### config.mk
export PLATFORM = sky130hd
export DESIGN_NAME = tnn_feature_loader
export DESIGN_NICKNAME = d
export VERILOG_FILES = /design/src/rtl/tnn_feature_loader.sv
export SDC_FILE = /design/constraint.sdc
export NUM_CORES = 1
export LEC_CHECK = 0
export CAP_MARGIN = 20
export CORE_MARGIN = 2
export CORE_UTILIZATION = 51
export CTS_CLUSTER_DIAMETER = 120
export DETAILED_ROUTE_END_ITERATION = 12
export HOLD_SLACK_MARGIN = 0.12
export PLACE_DENSITY = 0.81
export SETUP_SLACK_MARGIN = 0.05
export SYNTH_ARGS = -nofsm -noshare
export SYNTH_HDL_FRONTEND = slang
export SYNTH_SLANG_ARGS = --single-unit
### constraint.sdc
create_clock -name clk -period 2.6 [get_ports clk]
set_input_delay 0.52 -clock clk [delete_from_list [all_inputs] [get_ports clk]]
set_output_delay 0.52 -clock clk [all_outputs]
set_load 0.01 [all_outputs]
### src/rtl/tnn_feature_loader.sv
// Streams features into the packed classifier vector, lets it settle,
// then captures the prediction and offers it on a valid/ready port.
module tnn_feature_loader #(
  parameter int FEAT_CNT      = 11,
  parameter int FEAT_BITS     = 4,
  parameter int CLASS_CNT     = 6,
  parameter int SETTLE_CYCLES = 2,
  parameter int CNT_BITS      = 16,
  localparam int PRED_BITS    = $clog2(CLASS_CNT)
) (
  input  logic                          clk,
  input  logic                          rst_n,
  input  logic                          in_valid,
  output logic                          in_ready,
  input  logic [FEAT_BITS-1:0]          in_feat,
  input  logic                          in_last,
  output logic [FEAT_CNT*FEAT_BITS-1:0] features,
  input  logic [PRED_BITS-1:0]          prediction,
  output logic                          out_valid,
  input  logic                          out_ready,
  output logic [PRED_BITS-1:0]          out_class,
  output logic [CNT_BITS-1:0]           out_count,
  output logic                          frame_err
);

  localparam int IDX_W = (FEAT_CNT > 1) ? $clog2(FEAT_CNT) : 1;
  localparam int SET_W = (SETTLE_CYCLES > 1) ? $clog2(SETTLE_CYCLES) : 1;

  typedef enum logic [1:0] {
    LOAD,
    SETTLE,
    OUT
  } state_e;

  state_e                        state_q, state_d;
  logic [IDX_W-1:0]              idx_q, idx_d;
  logic [SET_W-1:0]              settle_q, settle_d;
  logic [FEAT_CNT*FEAT_BITS-1:0] feat_q, feat_d;
  logic [PRED_BITS-1:0]          class_q, class_d;
  logic [CNT_BITS-1:0]           count_q, count_d;
  logic                          err_q, err_d;
  logic                          is_last;

  // Reset gating keeps both handshakes quiet while rst_n is low.
  assign in_ready  = rst_n && (state_q == LOAD);
  assign out_valid = rst_n && (state_q == OUT);
  assign features  = feat_q;
  assign out_class = class_q;
  assign out_count = count_q;
  assign frame_err = err_q;
  assign is_last   = (idx_q == IDX_W'(FEAT_CNT - 1));

  always_comb begin
    state_d  = state_q;
    idx_d    = idx_q;
    settle_d = settle_q;
    feat_d   = feat_q;
    class_d  = class_q;
    count_d  = count_q;
    err_d    = err_q;
    unique case (state_q)
      LOAD: begin
        if (in_valid) begin
          // First beat lands in the MSB slot.
          for (int k = 0; k < FEAT_CNT; k++) begin
            if (idx_q == IDX_W'(k)) begin
              feat_d[(FEAT_CNT-1-k)*FEAT_BITS +: FEAT_BITS] = in_feat;
            end
          end
          if (in_last != is_last) err_d = 1'b1;
          if (is_last) begin
            state_d  = SETTLE;
            idx_d    = '0;
            settle_d = SET_W'(SETTLE_CYCLES - 1);
          end else begin
            idx_d = idx_q + IDX_W'(1);
          end
        end
      end
      SETTLE: begin
        if (settle_q == '0) begin
          class_d = prediction;
          state_d = OUT;
        end else begin
          settle_d = settle_q - SET_W'(1);
        end
      end
      OUT: begin
        if (out_ready) begin
          count_d = count_q + CNT_BITS'(1);
          state_d = LOAD;
        end
      end
      default: state_d = LOAD;
    endcase
  end

  always_ff @(posedge clk) begin
    if (!rst_n) begin
      state_q  <= LOAD;
      idx_q    <= '0;
      settle_q <= '0;
      feat_q   <= '0;
      class_q  <= '0;
      count_q  <= '0;
      err_q    <= 1'b0;
    end else begin
      state_q  <= state_d;
      idx_q    <= idx_d;
      settle_q <= settle_d;
      feat_q   <= feat_d;
      class_q  <= class_d;
      count_q  <= count_d;
      err_q    <= err_d;
    end
  end

endmodule

* Word-level counts from Yosys, hierarchy flattened
Index checks and enable logic that the tools add are counted.
** Operators by class
- Add/sub/neg operators :: 3
- Equal/unequal tests :: 17
- Muxes and demuxes :: 10
- Bitwise operators :: 1
- Reductions and logical operators :: 22
** Operator list (count)
- 3-bit AND reduction :: 13
- 16-bit by 1-bit adder with 16-bit output (second input constant) :: 1
- 4-bit by 3-bit equality test with 1-bit output (second input constant) :: 4
- 4-bit equality test (second input constant) :: 3
- 4-bit by 2-bit equality test with 1-bit output (second input constant) :: 2
- 2-bit 2-to-1 mux :: 4
- 2-bit inequality test (second input constant) :: 4
- 2-bit case mux with 3 select lines :: 1
- 2-bit AND reduction :: 3
- 4-bit by 1-bit adder with 4-bit output (second input constant) :: 1
- 4-bit by 1-bit equality test with 1-bit output (second input constant) :: 1
- 4-bit zero test :: 1
- 4-bit 2-to-1 mux :: 1
- 4-bit AND reduction :: 1
- 1-bit 2-to-1 mux :: 3
- 2-bit by 1-bit equality test with 1-bit output (second input constant) :: 1
- 2-bit equality test (second input constant) :: 1
- 1-bit logical AND :: 2
- 2-bit zero test :: 1
- 1-bit case mux with 2 select lines :: 1
- 2-bit nonzero test :: 1
- 1-bit inequality test :: 1
- 1-bit inverter :: 1
- 1-bit subtractor (second input constant) :: 1
** Storage, ports and cells
- Register bits :: 71
- Input bits :: 12
- Output and inout port bits :: 66
- Word-level logic and storage cells :: 70

* Logic depth before layout (Yosys ltp)
- Depth after elaboration :: 4
- Mapped depth :: 6
- Gate-level depth less buffers :: 5

* Worst setup path after synthesis
OpenSTA, ideal clock, no wires.
- Path kind :: in2reg
- Start :: input port out_ready
- End :: register count_q[15] (netlist: out_count[15])
- Setup time :: 0.070 ns
- Arrival time :: 1.641 ns
- Required time :: 2.530 ns
- Slack :: 0.888 ns
- Stages :: 4
- Path buffers :: 0
- Path through :: nand3b_4 -> or4_4 -> or3_1 -> a21oi_1
** On the way
- Word-level cells in the longest chain between the ends :: 1
** RTL lines
- from (decl) :: RTL line 20 : input logic out_ready,
- 2-bit AND reduction (no line)
- to (signal assigned) :: RTL line 113 : count_q <= count_d;
- to (decl) :: RTL line 40 : logic [CNT_BITS-1:0] count_q, count_d;
Every way passes these cells.
A chain may end at the register's enable or synchronous reset.

* Final worst setup path
- Start :: input port rst_n
- End :: output port out_valid
** On the way
- Word-level cells in the longest chain between the ends :: 1
** RTL lines
- from (decl) :: RTL line 12 : input logic rst_n,
- 1-bit logical AND :: RTL line 46 : assign out_valid = rst_n && (state_q == OUT);
- to (decl) :: RTL line 19 : output logic out_valid,
Every way passes these cells.

==> results.md <==
- The H-tree was split into 3 levels.
- The number of buffers on the longest clock path is 2.
- After clock tree synthesis, the flow added hold-fix buffers numbering 0.
- The non-filler instance count after layout is 452.
- The worst hold path depth is 2.
- The synthesized netlist occupies a cell area of 0.00282 mm^2.
- Setup repair after global routing left no endpoint under its margin.
- The setup slack at placement is 0.213 ns.
- The maximum achievable frequency is 437 MHz.
- The register area share after synthesis is 50.4%.
- The worst hold path class is flip-flop to flip-flop.
- In this run the biggest area consumer among cell types represents 50.4% of the synthesized area.
- The count of antenna-violating nets left after detailed routing is 0.
- The region available for standard cell placement spans 0.00541 mm^2.
- The most common library cell in the layout ignoring fill and taps is clkdlybuf4s50_1.
- The total CTS buffers is 9.
- The category of the worst setup path launch point is an input pin.
- After detailed routing, the average wire length per cell comes to 14.0 um.
- The first TritonRoute pass finished after 5 iterations.
- The die is 78.3 um tall.
- In this run the post-CTS setup repair buffer count came out at 0.
- For this design the static power due to leakage is 0.00161 uW.
- The number of antenna violations at the first check in global routing is 0.
- For the pin with the worst max-slew slack, the measured transition is 0.673 ns.
- For this run, the post-layout net count is 389.
- The total wire length after detailed routing is 6310 um.
- The largest total area in the synthesized netlist belongs to dfxtp_1.
- The number of inserted filler cells in the final layout is 425.
- TritonCTS built the clock tree.
- The source-to-sink clock delay at the later pin of the worst-skew pair is 0.34 ns.
- The overall track demand over capacity in global routing is 21.5%.
- The number of gates resized after CTS is 0.
- The switching part of the total power is 23.2%.
- The first global-routing pass estimated 10,400 um of wire.
- Input and output buffers added on the ports amount to 77.
- In the layout the commonest cells are clkdlybuf4s50_1 (77), dfxtp_1 (71), nor2_1 (63).
- At the worst endpoint, the required time is 2.08 ns.
- In this run, the clock network consumes 40.6% of the power.
- The power density relative to cell area is 540 mW/mm^2.
- The detailed router finished its first iteration with 120 violations.
- After detailed placement, the design holds a cell count of 437.
- The cell depth of the worst flop-to-flop path is 4.
- By area the synthesized netlist is led by dfxtp_1 (50%), mux2i_1 (16%), nor2_1 (8.4%).
- The root buffer cell is clkbuf_8.
- In this run the worst setup path begins at rst_n.
- The net load switching power is 480 uW.
- The routability-driven placement congestion ratio is 0.829.
- In the post-route analysis, the smallest setup slack over all paths is 0.314 ns.
- The aggregate global routing overflow is 0.
- Across the run, the number of max-cap violations was 0.
- The portion of the clock cycle consumed by the worst path in the final layout is 87.9%.
- The flow ran to the end, and the final reports show no timing, DRC or antenna violations.
- The final core utilization is 70.9%.
- Cell internal power was estimated by the tool at 1590 uW.
- The width of the die is 78.3 um.
- The count of unique library cells instantiated by Yosys is 33.
- The DRC violations left is 0.
- The type of element capturing the critical path is an output pin.
- The arrival time at the worst endpoint is 1.77 ns.
- The worst setup slack for register-to-register paths is 0.80 ns.
- The total setup violations reported at the end of the flow is 0.
- Entering global routing, the biggest net connects 68 pins.
- The routed via count is 2,352.
- In this run, flip-flops and latches consume 53.6% of the power.
- The via count of the first global-routing pass is 2,284.
- Clock-pin slew was measured on the worst setup and hold paths at 0.07 ns.
- The I/O pin count is 78.
- The combinational power share is 5.8%.
- In this run the mean area of a mapped cell was 9.36 um^2.
- The floorplan step defined a die boundary enclosing 0.00614 mm^2.
- The number of hold violations in the final report was 0.
- The diode insertion count for antenna repair is 0.
- The worst path needs 2.29 ns of the cycle, external delays included.
- When the netlist entered floorplanning its net count stood at 314.
- Synthesis produced 301 cells.
- Adding up every negative setup slack in the final design gives 0 ns.
- The routed via count divided by cell count is 5.20.
- The clock drives 71 sinks.
- The reg-to-reg startpoint is out_count[3].
- The sum of net half-perimeters after detailed placement is 4260 um.
- VDD sags by at most 0.000379 V.
- Counting flops and latches in the post-synthesis netlist gives 71.
- Once the floorplan was initialized, standard cells occupied 52.1% of the core.
- The headroom to the max-slew limit is 55.1%.
- The total number of placement rows is 27.
- The final worst clock skew is 0.0108 ns.
- The number of warnings reported in the yosys synthesis log is 0.
- The proportion of layout cells with a drive suffix above 1 is 6.58%.
- Across all hold checks on the routed design, the worst slack comes to 0.465 ns.
- The final-report max-slew violation count is 0.
- Relative to the synthesized area, the layout overhead comes to 36.0%.
- The critical path class is input pin to output pin.
- In this run the most critical hold path is launched from features[3].
- The top fanout value on the critical path is 3.
-- critical path, cell delays in order --
cell             delay [ns]
clkdlybuf4s50_1        0.50
inv_2                  0.05
nor3_1                 0.13
clkdlybuf4s50_1        0.56
-- final cells by class --
cell class	instances	area (um^2)	area share, %
Clock buffer	9	124	3.23
Clock inverter	6	62.6	1.63
Inverter	3	11.3	0.294
Multi-Input combinational cell	209	1310	34.3
Sequential cell	71	1420	37.1
Tap cell	72	90.1	2.35
Timing Repair Buffer	82	808	21.1
-- per-stage QoR --
stage          total power, uW  cell area, um^2
3_3_place_gp              1250             3640
3_5_place_dp              1250             3640
6_report                  2070             3830
4_1_cts                   2090             3830
5_1_grt                   2140             3830
2_1_floorplan             1200             2820
-- synth_stat cells (all sizes together) --
| master | count |
|---|---|
| dfxtp | 71 |
| nor2 | 63 |
| mux2i | 45 |
| nand3 | 19 |
| clkbuf | 16 |
| nand2 | 14 |
| a21oi | 10 |
| xor2 | 8 |
| nor3 | 6 |
| nand4 | 5 |
| o21ai | 5 |
| xnor2 | 5 |
| nand2b | 4 |
| nor2b | 4 |
| nor4 | 3 |
| or3 | 3 |
| a31oi | 2 |
| and2 | 2 |
| buf | 2 |
| inv | 2 |
| a22oi | 1 |
| and3 | 1 |
| and4 | 1 |
| and4b | 1 |
| clkinv | 1 |
| ha | 1 |
| nand3b | 1 |
| nand4b | 1 |
| nor3b | 1 |
| nor4bb | 1 |
| or3b | 1 |
| or4 | 1 |
-- worst paths after layout --
kind / endpoint
worst max-delay path: out_valid
worst max register to register: out_count[13]
worst min-delay path: features[3]
worst min register to register: features[3]
-- power by group through the flow --
stage	registers, uW	clock network, uW	logic (uW)
CTS	1110	859	120
detailed placement	1130	0	120
global placement	1130	0	117
global route	1110	904	130
floorplan	1130	0	63.7
finish	1110	840	119
-- kinds of logic (layout without fill, tap and decap cells) --
| group | count (synthesis) | count (layout) | synth area share [%] |
|---|---|---|---|
| AO/OA/AOI/OAI | 18 | 18 | 3.37 |
| XOR/XNOR | 13 | 13 | 4.04 |
| adder cells (fa/ha/maj) | 1 | 1 | 0.444 |
| buffers and inverters | 21 | 100 | 3.11 |
| flip-flops | 71 | 71 | 50.4 |
| multiplexers | 45 | 45 | 16.0 |
| AND/OR/NAND/NOR | 132 | 132 | 22.6 |
-- routing by layer --
metal	vias to the layer above	GRT usage [%]	part of all wire, %
met5	-	0	0
met4	0	8.77	0.25
met3	2	6.44	6.5
met2	81	34.6	49
met1	1102	27.2	44
li1	1167	-	-
-- flip-flops by register name (all words and copies together) (netlist names) --
signal and count:
features 44, out_count 16, out_class 3, settle_q 1, frame_err 1, state_q 2
idx_q 4
Power figures use the tool's default switching activity.
